`src/rtl/hazard_scoreboard_unit_if.sv`:
```
// Pipeline-side bundle for the hazard scoreboard: ID/EX hazard inputs, stall/flush
// controls back to the pipeline, and debug visibility of the scoreboard state.
interface hazard_scoreboard_unit_if #(
  parameter int REG_ADDR_W = 4,
  parameter int CNT_W      = 16
);
  logic                          idex_memread;
  logic [REG_ADDR_W-1:0]         idex_rt;
  logic [REG_ADDR_W-1:0]         ifid_rs;
  logic [REG_ADDR_W-1:0]         ifid_rt;
  logic                          ifid_rs_used;
  logic                          ifid_rt_used;
  logic                          mem_busy;
  logic                          branch_taken;

  logic                          pc_write;
  logic                          ifid_write;
  logic                          controls_clear;
  logic                          ifid_flush;
  logic [CNT_W-1:0]              stall_count;

  // Debug: per-register counters packed 3 bits each, decoded control mode, raw hazard.
  logic [(2**REG_ADDR_W)*3-1:0]  cnt_flat;
  logic [1:0]                    mode;
  logic                          hazard;

  modport master (
    output idex_memread, idex_rt, ifid_rs, ifid_rt, ifid_rs_used, ifid_rt_used,
           mem_busy, branch_taken,
    input  pc_write, ifid_write, controls_clear, ifid_flush, stall_count,
           cnt_flat, mode, hazard
  );

  modport slave (
    input  idex_memread, idex_rt, ifid_rs, ifid_rt, ifid_rs_used, ifid_rt_used,
           mem_busy, branch_taken,
    output pc_write, ifid_write, controls_clear, ifid_flush, stall_count,
           cnt_flat, mode, hazard
  );
endinterface

```
`src/rtl/hazard_scoreboard_unit.sv`:
```
// Load-use hazard scoreboard: per-register down-counters track in-flight load results
// and drive the pipeline's stall, bubble and flush controls in fixed priority.
module hazard_scoreboard_unit #(
  parameter int REG_ADDR_W  = 4,
  parameter int LOAD_LAT    = 1,
  parameter int ZERO_EXEMPT = 1,
  parameter int CNT_W       = 16
) (
  input  logic                   clk,
  input  logic                   reset_n,
  hazard_scoreboard_unit_if.slave bus
);

  typedef enum logic [1:0] {
    MODE_RUN    = 2'd0,
    MODE_STALL  = 2'd1,
    MODE_FLUSH  = 2'd2,
    MODE_FREEZE = 2'd3
  } mode_t;

  localparam int         NREGS  = 1 << REG_ADDR_W;
  localparam logic [2:0] RELOAD = 3'(LOAD_LAT - 1);

  logic [2:0]       cnt [NREGS];
  logic [NREGS-1:0] pend;
  logic             hazard;
  mode_t            mode;
  logic [CNT_W-1:0] stall_cnt;

  // A register is pending if a load to it sits in EX now or its result is still in flight.
  always_comb begin
    pend = '0;
    for (int r = 0; r < NREGS; r++) begin
      pend[r] = (bus.idex_memread && (bus.idex_rt == REG_ADDR_W'(r))) ||
                (cnt[r] != 3'd0);
    end
    if (ZERO_EXEMPT != 0) begin
      pend[0] = 1'b0;
    end
  end

  assign hazard = (bus.ifid_rs_used && pend[bus.ifid_rs]) ||
                  (bus.ifid_rt_used && pend[bus.ifid_rt]);

  always_comb begin
    mode = MODE_RUN;
    if (bus.mem_busy) begin
      mode = MODE_FREEZE;
    end else if (bus.branch_taken) begin
      mode = MODE_FLUSH;
    end else if (hazard) begin
      mode = MODE_STALL;
    end
  end

  always_comb begin
    bus.pc_write       = 1'b1;
    bus.ifid_write     = 1'b1;
    bus.controls_clear = 1'b1;
    bus.ifid_flush     = 1'b0;
    case (mode)
      MODE_FREEZE: begin
        bus.pc_write   = 1'b0;
        bus.ifid_write = 1'b0;
      end
      MODE_FLUSH: begin
        bus.controls_clear = 1'b0;
        bus.ifid_flush     = 1'b1;
      end
      MODE_STALL: begin
        bus.pc_write       = 1'b0;
        bus.ifid_write     = 1'b0;
        bus.controls_clear = 1'b0;
      end
      default: ;
    endcase
  end

  // A fresh load overwrites any remaining count; a frozen pipeline keeps every count.
  always_ff @(posedge clk or negedge reset_n) begin
    if (!reset_n) begin
      for (int r = 0; r < NREGS; r++) begin
        cnt[r] <= 3'd0;
      end
    end else if (!bus.mem_busy) begin
      for (int r = 0; r < NREGS; r++) begin
        if (bus.idex_memread && (bus.idex_rt == REG_ADDR_W'(r))) begin
          cnt[r] <= RELOAD;
        end else if (cnt[r] != 3'd0) begin
          cnt[r] <= cnt[r] - 3'd1;
        end
      end
    end
  end

  always_ff @(posedge clk or negedge reset_n) begin
    if (!reset_n) begin
      stall_cnt <= '0;
    end else if (!bus.pc_write && (stall_cnt != {CNT_W{1'b1}})) begin
      stall_cnt <= stall_cnt + CNT_W'(1);
    end
  end

  always_comb begin
    bus.cnt_flat = '0;
    for (int r = 0; r < NREGS; r++) begin
      bus.cnt_flat[r*3 +: 3] = cnt[r];
    end
  end

  assign bus.stall_count = stall_cnt;
  assign bus.mode        = mode;
  assign bus.hazard      = hazard;

endmodule

```
`src/flat_wrapper.sv`:
```
// flat-port wrapper written by rule: the top's interface ports become plain ports
module hazard_scoreboard_unit_flat 
#(
  parameter int REG_ADDR_W  = 4,
  parameter int LOAD_LAT    = 1,
  parameter int ZERO_EXEMPT = 1,
  parameter int CNT_W       = 16
)
  (clk, reset_n, bus_idex_memread, bus_idex_rt, bus_ifid_rs, bus_ifid_rt, bus_ifid_rs_used, bus_ifid_rt_used, bus_mem_busy, bus_branch_taken, bus_pc_write, bus_ifid_write, bus_controls_clear, bus_ifid_flush, bus_stall_count, bus_cnt_flat, bus_mode, bus_hazard);
  hazard_scoreboard_unit_if #(.REG_ADDR_W(REG_ADDR_W), .CNT_W(CNT_W)) bus_i ();
  input  logic clk;
  input  logic reset_n;
  input wire logic [$bits(bus_i.idex_memread)-1:0] bus_idex_memread;
  input wire logic [$bits(bus_i.idex_rt)-1:0] bus_idex_rt;
  input wire logic [$bits(bus_i.ifid_rs)-1:0] bus_ifid_rs;
  input wire logic [$bits(bus_i.ifid_rt)-1:0] bus_ifid_rt;
  input wire logic [$bits(bus_i.ifid_rs_used)-1:0] bus_ifid_rs_used;
  input wire logic [$bits(bus_i.ifid_rt_used)-1:0] bus_ifid_rt_used;
  input wire logic [$bits(bus_i.mem_busy)-1:0] bus_mem_busy;
  input wire logic [$bits(bus_i.branch_taken)-1:0] bus_branch_taken;
  output wire logic [$bits(bus_i.pc_write)-1:0] bus_pc_write;
  output wire logic [$bits(bus_i.ifid_write)-1:0] bus_ifid_write;
  output wire logic [$bits(bus_i.controls_clear)-1:0] bus_controls_clear;
  output wire logic [$bits(bus_i.ifid_flush)-1:0] bus_ifid_flush;
  output wire logic [$bits(bus_i.stall_count)-1:0] bus_stall_count;
  output wire logic [$bits(bus_i.cnt_flat)-1:0] bus_cnt_flat;
  output wire logic [$bits(bus_i.mode)-1:0] bus_mode;
  output wire logic [$bits(bus_i.hazard)-1:0] bus_hazard;
  assign bus_i.idex_memread = bus_idex_memread;
  assign bus_i.idex_rt = bus_idex_rt;
  assign bus_i.ifid_rs = bus_ifid_rs;
  assign bus_i.ifid_rt = bus_ifid_rt;
  assign bus_i.ifid_rs_used = bus_ifid_rs_used;
  assign bus_i.ifid_rt_used = bus_ifid_rt_used;
  assign bus_i.mem_busy = bus_mem_busy;
  assign bus_i.branch_taken = bus_branch_taken;
  assign bus_pc_write = bus_i.pc_write;
  assign bus_ifid_write = bus_i.ifid_write;
  assign bus_controls_clear = bus_i.controls_clear;
  assign bus_ifid_flush = bus_i.ifid_flush;
  assign bus_stall_count = bus_i.stall_count;
  assign bus_cnt_flat = bus_i.cnt_flat;
  assign bus_mode = bus_i.mode;
  assign bus_hazard = bus_i.hazard;
  hazard_scoreboard_unit #(.REG_ADDR_W(REG_ADDR_W), .LOAD_LAT(LOAD_LAT), .ZERO_EXEMPT(ZERO_EXEMPT), .CNT_W(CNT_W)) u_core (.clk(clk), .reset_n(reset_n), .bus(bus_i));
endmodule
```
`config.mk`:
```
export PLATFORM = sky130hd
export DESIGN_NAME = hazard_scoreboard_unit_flat
export DESIGN_NICKNAME = d
export VERILOG_FILES = /design/src/rtl/hazard_scoreboard_unit_if.sv /design/src/rtl/hazard_scoreboard_unit.sv /design/src/flat_wrapper.sv
export SDC_FILE = /design/constraint.sdc
export NUM_CORES = 1
export LEC_CHECK = 0
export BUFFER_PORTS_ARGS = -buffer_cell sky130_fd_sc_hd__buf_2
export CAP_MARGIN = 30
export CORE_MARGIN = 3
export CORE_UTILIZATION = 40
export DETAILED_ROUTE_END_ITERATION = 12
export PLACE_DENSITY = 0.71
export SLEW_MARGIN = 20
export SYNTH_ARGS = -nofsm -noshare
export SYNTH_HDL_FRONTEND = slang
export SYNTH_SLANG_ARGS = --single-unit
export TNS_END_PERCENT = 10
```
`constraint.sdc`:
```
create_clock -name clk -period 3.9 [get_ports clk]
set_clock_uncertainty 0.1 [all_clocks]
set_input_delay 0.78 -clock clk [delete_from_list [all_inputs] [get_ports clk]]
set_output_delay 0.78 -clock clk [all_outputs]
set_load 0.02 [all_outputs]
```
==> results of run 1 <==
-- per-layer routing --
layer / share of wire [%] / vias up / wire (µm)
met4: 3.1 / 0 / 299
met3: 7.1 / 31 / 691
met5: 0 / - / 0
li1: - / 1765 / -
met1: 43 / 1694 / 4150
met2: 47 / 129 / 4530
-- registers in the layout (all words and copies together), names as in the netlist --
name	cells
u_core.bus.cnt_flat	48
u_core.bus.stall_count	16
-- where the power goes --
group	internal (µW)	leakage [µW]	switching, µW
clock	280	0.0000992	249
combinational	668	0.00162	1120
sequential	954	0.000798	246
total	1900	0.00252	1610
-- worst register-to-register path, cell delays in order, from the launching register on --
cell      delay (ns)
dfrtp_1         0.37
inv_1           0.05
ha_1            0.20
ha_1            0.23
mux2i_1         0.15
a211o_1         0.16
a221oi_1        0.06
or4b_4          0.55
o22ai_4         0.22
a31oi_4         0.25
or3_1           0.39
xnor2_1         0.13
-- kinds of logic after synthesis --
logic type                 Yosys count  synth area share, %
muxes                                9                 2.27
and+or+nand+nor                    166                 20.0
AOI/OAI and AO/OA                  105                 16.9
xor gates and xnor gates            17                 3.71
buffers and inverters               71                 7.01
adders and majority gates           33                 10.3
DFF                                 64                 39.9
-- stage by stage --
| stage | total power [µW] | utilization, % | hold slack, ns | setup WS (ns) | cells |
|---|---|---|---|---|---|
| 2_1_floorplan | 2400 | - | 0.384 | 0.0544 | 465 |
| 3_3_place_gp | 2910 | 48.3 | 0.371 | 0.177 | 673 |
| 3_5_place_dp | 3020 | 48.3 | 0.375 | 0.0936 | 673 |
| 4_1_cts | 3550 | 50.2 | 0.388 | 0.0909 | 689 |
| 5_1_grt | 3870 | 50.7 | 0.234 | 0.0115 | 690 |
| 6_report | 3510 | 50.7 | 0.227 | 0.160 | 690 |
-- layout make-up --
class	instances	area [µm²]	share of cell area, %
clock buffers	13	169	3.51
clock inverters	3	15.0	0.312
inverters	56	210	4.36
multi-input cells	330	2160	44.7
flip-flops and latches	64	1600	33.2
well taps	129	161	3.35
repair buffers	95	505	10.5
-- worst min path at each step --
stage | from | end | slack, ns | cells after the start
2_1_floorplan | reset_n | u_core.bus.cnt_flat[0] | 0.38 | 0
3_3_place_gp | u_core.bus.stall_count[9] | u_core.bus.stall_count[9] | 0.37 | 1
3_5_place_dp | u_core.bus.stall_count[9] | u_core.bus.stall_count[9] | 0.37 | 1
4_1_cts | u_core.bus.stall_count[9] | u_core.bus.stall_count[9] | 0.39 | 1
5_1_grt | reset_n | u_core.bus.stall_count[3] | 0.23 | 1
6_report | reset_n | u_core.bus.stall_count[3] | 0.23 | 1
-- cells in the final DEF (no fill, tap or decap), types with 3 or more instances in the layout --
master,instances
nand3b_1,3
clkinv_2,3
mux2i_1,8
nor4_1,4
a21oi_1,6
or3_1,4
nand4_1,3
nand3_1,7
buf_2,88
buf_4,5
inv_1,56
a21o_1,10
xor2_1,13
clkbuf_8,12
nor3_1,4
ha_1,33
o31ai_1,3
nor2_1,32
dfrtp_1,64
and3_1,4
xnor2_1,4
nand2_1,77
o21ai_0,62
nand2b_1,13
==> impl_results.md, run 1 <==
* Hold Fails Final Rpt at 0
* Die extent in x at 106 µm
* Count leader, synth: nand2_1
* Worst Path Arrival at 2.86 ns
* H-Tree Depth at 3
* Worst r2r src: u_core.bus.cnt_flat[9]
* Pin count of the biggest net entering global routing at 42
* Starting Density at 42.3%
* Pleak at 0.00252 µW
* Site row count at 35
* Met3 usage at 4.68%
* Final Max Slew Viols at 0
* Clk sinks at 64
* # diodes at 0
* IO Count at 90
* I/O Buffers at 89
* Vias in the first global route at 3465
* CTS clock-pin slew for the worst setup and hold paths at 0.07 ns
* R2R setup slack at 0.92 ns
* Setup TNS at 0 ns
* Cell area after synthesis at 0.00402 mm²
* Synth Instances at 465
* Most frequent cells after synthesis: nand2_1, dfrtp_1, o21ai_0, inv_1, ha_1
* Reg2reg path depth at 11
* Dominant synthesized flop cell: dfrtp_1
* Fin crit share at 95.9%
* VDD IR-drop max at 0.326 mV
* Detailed Place HPWL at 7.52 mm
* Nets at 608
* Die Footprint at 0.0113 mm²
* Mean Syn Cell Area at 8.63 µm²
* Max-Cap Viols at 0
* Dominant cell type by area after synthesis: dfrtp_1
* PD cells at 729 mW/mm²
* Pin slew with the least headroom to its limit at 0.639 ns
* Setup Viol. Count Final at 0
* CP Cell Sequence: buf_2 -> nor2b_2 -> a31o_2 -> a221oi_1 -> or4b_4 -> o22ai_4 -> a21oi_1 -> inv_1 -> buf_2
* WL/cell at 14.0 µm
* Post-cts resize count at 0
* Clk root buf: clkbuf_8
* Kind of end point of the critical path: output port
* Synth area leaders: dfrtp_1, ha_1, o21ai_0, nand2_1, inv_1
* Synthesis Warnings at 0
* Synth-to-layout area growth at 20.0%
* Vias at 3619
* Setup bufs post-CTS at 0
* Vias per inst at 5.24
* Unrepaired setup endpoints after global routing: no
* Number of synthesized flops with an enable pin at 0
* Die H at 106 µm
* Worst Hold Class: primary input to asynchronous set/reset pin
* Syn nets at 517
* Crit-path max FO at 15
* CP peak stage delay at 0.51 ns
* Distinct cells, synth at 49
* Placed Instance Area at 0.00459 mm²
* Detail Route Antenna Nets at 0
* Max clock buf depth at 2
* Crit path top cell by count: buf_2
* Worst path depth at 9
* Met1 usage at 21.5%
* CTS buffer count at 9
* #FFs+latches synth at 64
* GR peak layer: met2
* CTS tree: yes
* Fmax at 267 MHz
* Worst Path Buf+Inv at 3
* Register area share after synthesis at 39.9%
* Slowest cell on the critical path: or4b_4
* Tmin final at 3.74 ns
* Antenna violations before repair at 0
* Core Area at 0.00950 mm²
* Initial DRC count at 299
* Number of detailed-route iterations in the first pass at 5
* Crit path max-delay family: simple AND/OR/NAND/NOR gates
* DRC viols at 0
* Worst EP required at 3.02 ns
* Async SR Flop Fraction at 100%
* Clk_lat worst skew at 0.34 ns
* Post-synth top area share at 39.9%
* Final non-filler cell area at 0.00482 mm²
* Reg2reg end: u_core.bus.stall_count[6]
* GRT overflow at 0
* Met2 Track Usage GR at 29.6%
* Ratio of cells with drive above 1 in the final layout at 22.3%
* Routed WL at 9.67 mm
* Status: finished clean
* Crit path to: bus_mode[0]
* Filler Cells Inserted at 892
* Startpoint Class: primary input
* CTS Hold Bufs at 0
* Crit path launch: bus_idex_rt[0]
* First-pass GRT wire length at 16.3 mm
* Slew margin rel. at 57.4%
* Placer Congestion at 0.921
* GRT Util Overall at 17.7%
* Crit Path Class: primary input to output port
(Power assumes the default switching activity.)
==> inputs of run 2 (changes only) <==
--- a/config.mk
+++ b/config.mk
@@ -10,7 +10,6 @@
 export CORE_MARGIN = 3
 export CORE_UTILIZATION = 40
 export DETAILED_ROUTE_END_ITERATION = 12
-export PLACE_DENSITY = 0.71
 export SLEW_MARGIN = 20
 export SYNTH_ARGS = -nofsm -noshare
 export SYNTH_HDL_FRONTEND = slang
==> impl_results.md, run 2 (same netlist as run 1, synthesis figures left out) <==
* Status: finished clean (unchanged)
* R2R setup slack at 0.84 ns (was 0.92 ns)
* CTS buffer count at 9 (unchanged)
* Number of detailed-route iterations in the first pass at 4 (was 5)
* PD cells at 757 mW/mm² (was 729 mW/mm²)
* Synth-to-layout area growth at 20.8% (was 20.0%)
* Kind of end point of the critical path: output port (unchanged)
* Clk_lat worst skew at 0.34 ns (about the same)
* Crit path top cell by count: buf_2 (unchanged)
* Antenna violations before repair at 1 (was 0)
* Vias in the first global route at 3257 (was 3465)
* VDD IR-drop max at 0.345 mV (was 0.326 mV)
* Worst Hold Class: register to register (was primary input to asynchronous set/reset pin)
* Slowest cell on the critical path: or4b_4 (unchanged)
* Detailed Place HPWL at 7.22 mm (was 7.52 mm)
* Filler Cells Inserted at 929 (was 892)
* DRC viols at 0 (unchanged)
* Fmax at 273 MHz (was 267 MHz)
* Most common cell after layout, fill and taps aside: buf_2 (unchanged)
* Detail Route Antenna Nets at 0 (unchanged)
* # diodes at 0 (unchanged)
* CP peak stage delay at 0.55 ns (was 0.51 ns)
* Total power at 3670 µW (was 3510 µW)
* WL/cell at 13.8 µm (was 14.0 µm)
* Die H at 106 µm (unchanged)
* Register area at 0.00160 mm² (unchanged)
* Site row count at 35 (unchanged)
* Ratio of cells with drive above 1 in the final layout at 22.3% (unchanged)
* Vias per inst at 5.01 (was 5.24)
* Pleak at 0.00252 µW (about the same)
* Max clock buf depth at 2 (unchanged)
* Fin crit share at 94.0% (was 95.9%)
* First-pass GRT wire length at 16.1 mm (was 16.3 mm)
* Core Area at 0.00950 mm² (unchanged)
* Setup bufs post-CTS at 0 (unchanged)
* Tmin final at 3.67 ns (was 3.74 ns)
* Starting Density at 42.3% (unchanged)
* Die Footprint at 0.0113 mm² (unchanged)
* Routed WL at 9.54 mm (was 9.67 mm)
* Nets at 608 (unchanged)
* Placer Congestion at 0.917 (was 0.921)
* Final Max Slew Viols at 0 (unchanged)
* Max-Cap Viols at 0 (unchanged)
* CP Cell Sequence: buf_2 -> nor2b_1 -> a31o_2 -> a221oi_1 -> or4b_4 -> o22ai_4 -> a21oi_1 -> inv_1 -> buf_2 (was buf_2 -> nor2b_2 -> a31o_2 -> a221oi_1 -> or4b_4 -> o22ai_4 -> a21oi_1 -> inv_1 -> buf_2)
* Max reg flops at 48 (unchanged)
* Die extent in x at 106 µm (unchanged)
* GR peak layer: met2 (unchanged)
* Startpoint Class: primary input (unchanged)
* Clk root buf: clkbuf_8 (unchanged)
* Pin count of the biggest net entering global routing at 65 (was 42)
* IO Count at 90 (unchanged)
* Worst EP required at 3.02 ns (about the same)
* H-Tree Depth at 3 (unchanged)
* I/O Buffers at 89 (unchanged)
* CTS tree: yes (unchanged)
* Setup TNS at 0 ns (unchanged)
* Most frequent cells in the layout: buf_2, nand2_1, dfrtp_1, o21ai_0, inv_1 (unchanged)
* Worst Path Arrival at 2.79 ns (was 2.86 ns)
* GRT overflow at 0 (unchanged)
* Slew margin rel. at 45.4% (was 57.4%)
* Clk sinks at 64 (unchanged)
* Pin slew with the least headroom to its limit at 0.820 ns (was 0.639 ns)
* Hold Fails Final Rpt at 0 (unchanged)
* Multi-input gate area at 0.00214 mm² (was 0.00216 mm²)
* Initial DRC count at 212 (was 299)
* Met3 usage at 3.95% (was 4.68%)
* Unrepaired setup endpoints after global routing: no (unchanged)
* Setup Viol. Count Final at 0 (unchanged)
* Vias at 3459 (was 3619)
* GRT Util Overall at 17.6% (was 17.7%)
* Crit Path Class: primary input to output port (unchanged)
* Crit-path max FO at 12 (was 15)
* CTS clock-pin slew for the worst setup and hold paths at 0.08 ns (was 0.07 ns)
* Met1 usage at 23.5% (was 21.5%)
* Met2 Track Usage GR at 28.2% (was 29.6%)
==> run 2: layer usage <==
| layer | up-vias | part of all wire (%) | wire [µm] |
|---|---|---|---|
| met5 | - | 0.073 | 7 |
| met4 | 2 | 0.73 | 70 |
| met3 | 6 | 4.7 | 444 |
| li1 | 1756 | - | - |
| met1 | 1627 | 45 | 4340 |
| met2 | 68 | 49 | 4680 |
==> run 2: worst max-delay path: cells and delay by family <==
kind / cells / cell delay [ns]
AOI/OAI and AO/OA: 4 / 0.61
buffers and inverters: 3 / 0.45
and+or+nand+nor: 2 / 0.93
==> run 2: area by class of cell <==
class | count | share of cell area, %
Tap cell | 129 | 3.33
Clock buffer | 9 | 2.55
Sequential cell | 64 | 33.0
Multi-Input combinational cell | 330 | 44.2
Inverter | 56 | 4.33
Clock inverter | 7 | 2.48
Timing Repair Buffer | 95 | 10.1
==> run 2: path summary, 6_finish.rpt <==
check                                                   to  depth (start not counted)                       from
worst max-delay path                           bus_mode[0]                          9             bus_idex_rt[0]
worst min-delay path             u_core.bus.stall_count[9]                          1  u_core.bus.stall_count[9]
worst max register to register  u_core.bus.stall_count[13]                         12     u_core.bus.cnt_flat[6]
worst min register to register   u_core.bus.stall_count[9]                          1  u_core.bus.stall_count[9]
max in group asynchronous          u_core.bus.cnt_flat[41]                          2                    reset_n
min in group asynchronous          u_core.bus.cnt_flat[18]                          2                    reset_n
==> run 2: repair_timing <==
item	in CTS	in global routing
endpoints found under the setup margin	0	3
hold buffers	0	0
gates resized for setup	0	2
==> run 2: where the power goes <==
group	switching (µW)	internal (µW)	total, µW
Combinational	1100	670	1770
Clock	277	426	703
Sequential	243	954	1200
==> run 2: per-stage QoR <==
step                      cell area, µm²  hold slack, ns  std cells  setup WS (ns)  utilization, %
after floorplan                     4020           0.384        465         0.0544               -
after global placement              4600           0.365        674          0.207            48.4
after detailed placement            4600           0.381        674          0.139            48.4
after CTS                           4840           0.397        690          0.157            50.9
after global routing                4850           0.412        690         0.0383            51.1
final                               4850           0.393        690          0.233            51.1
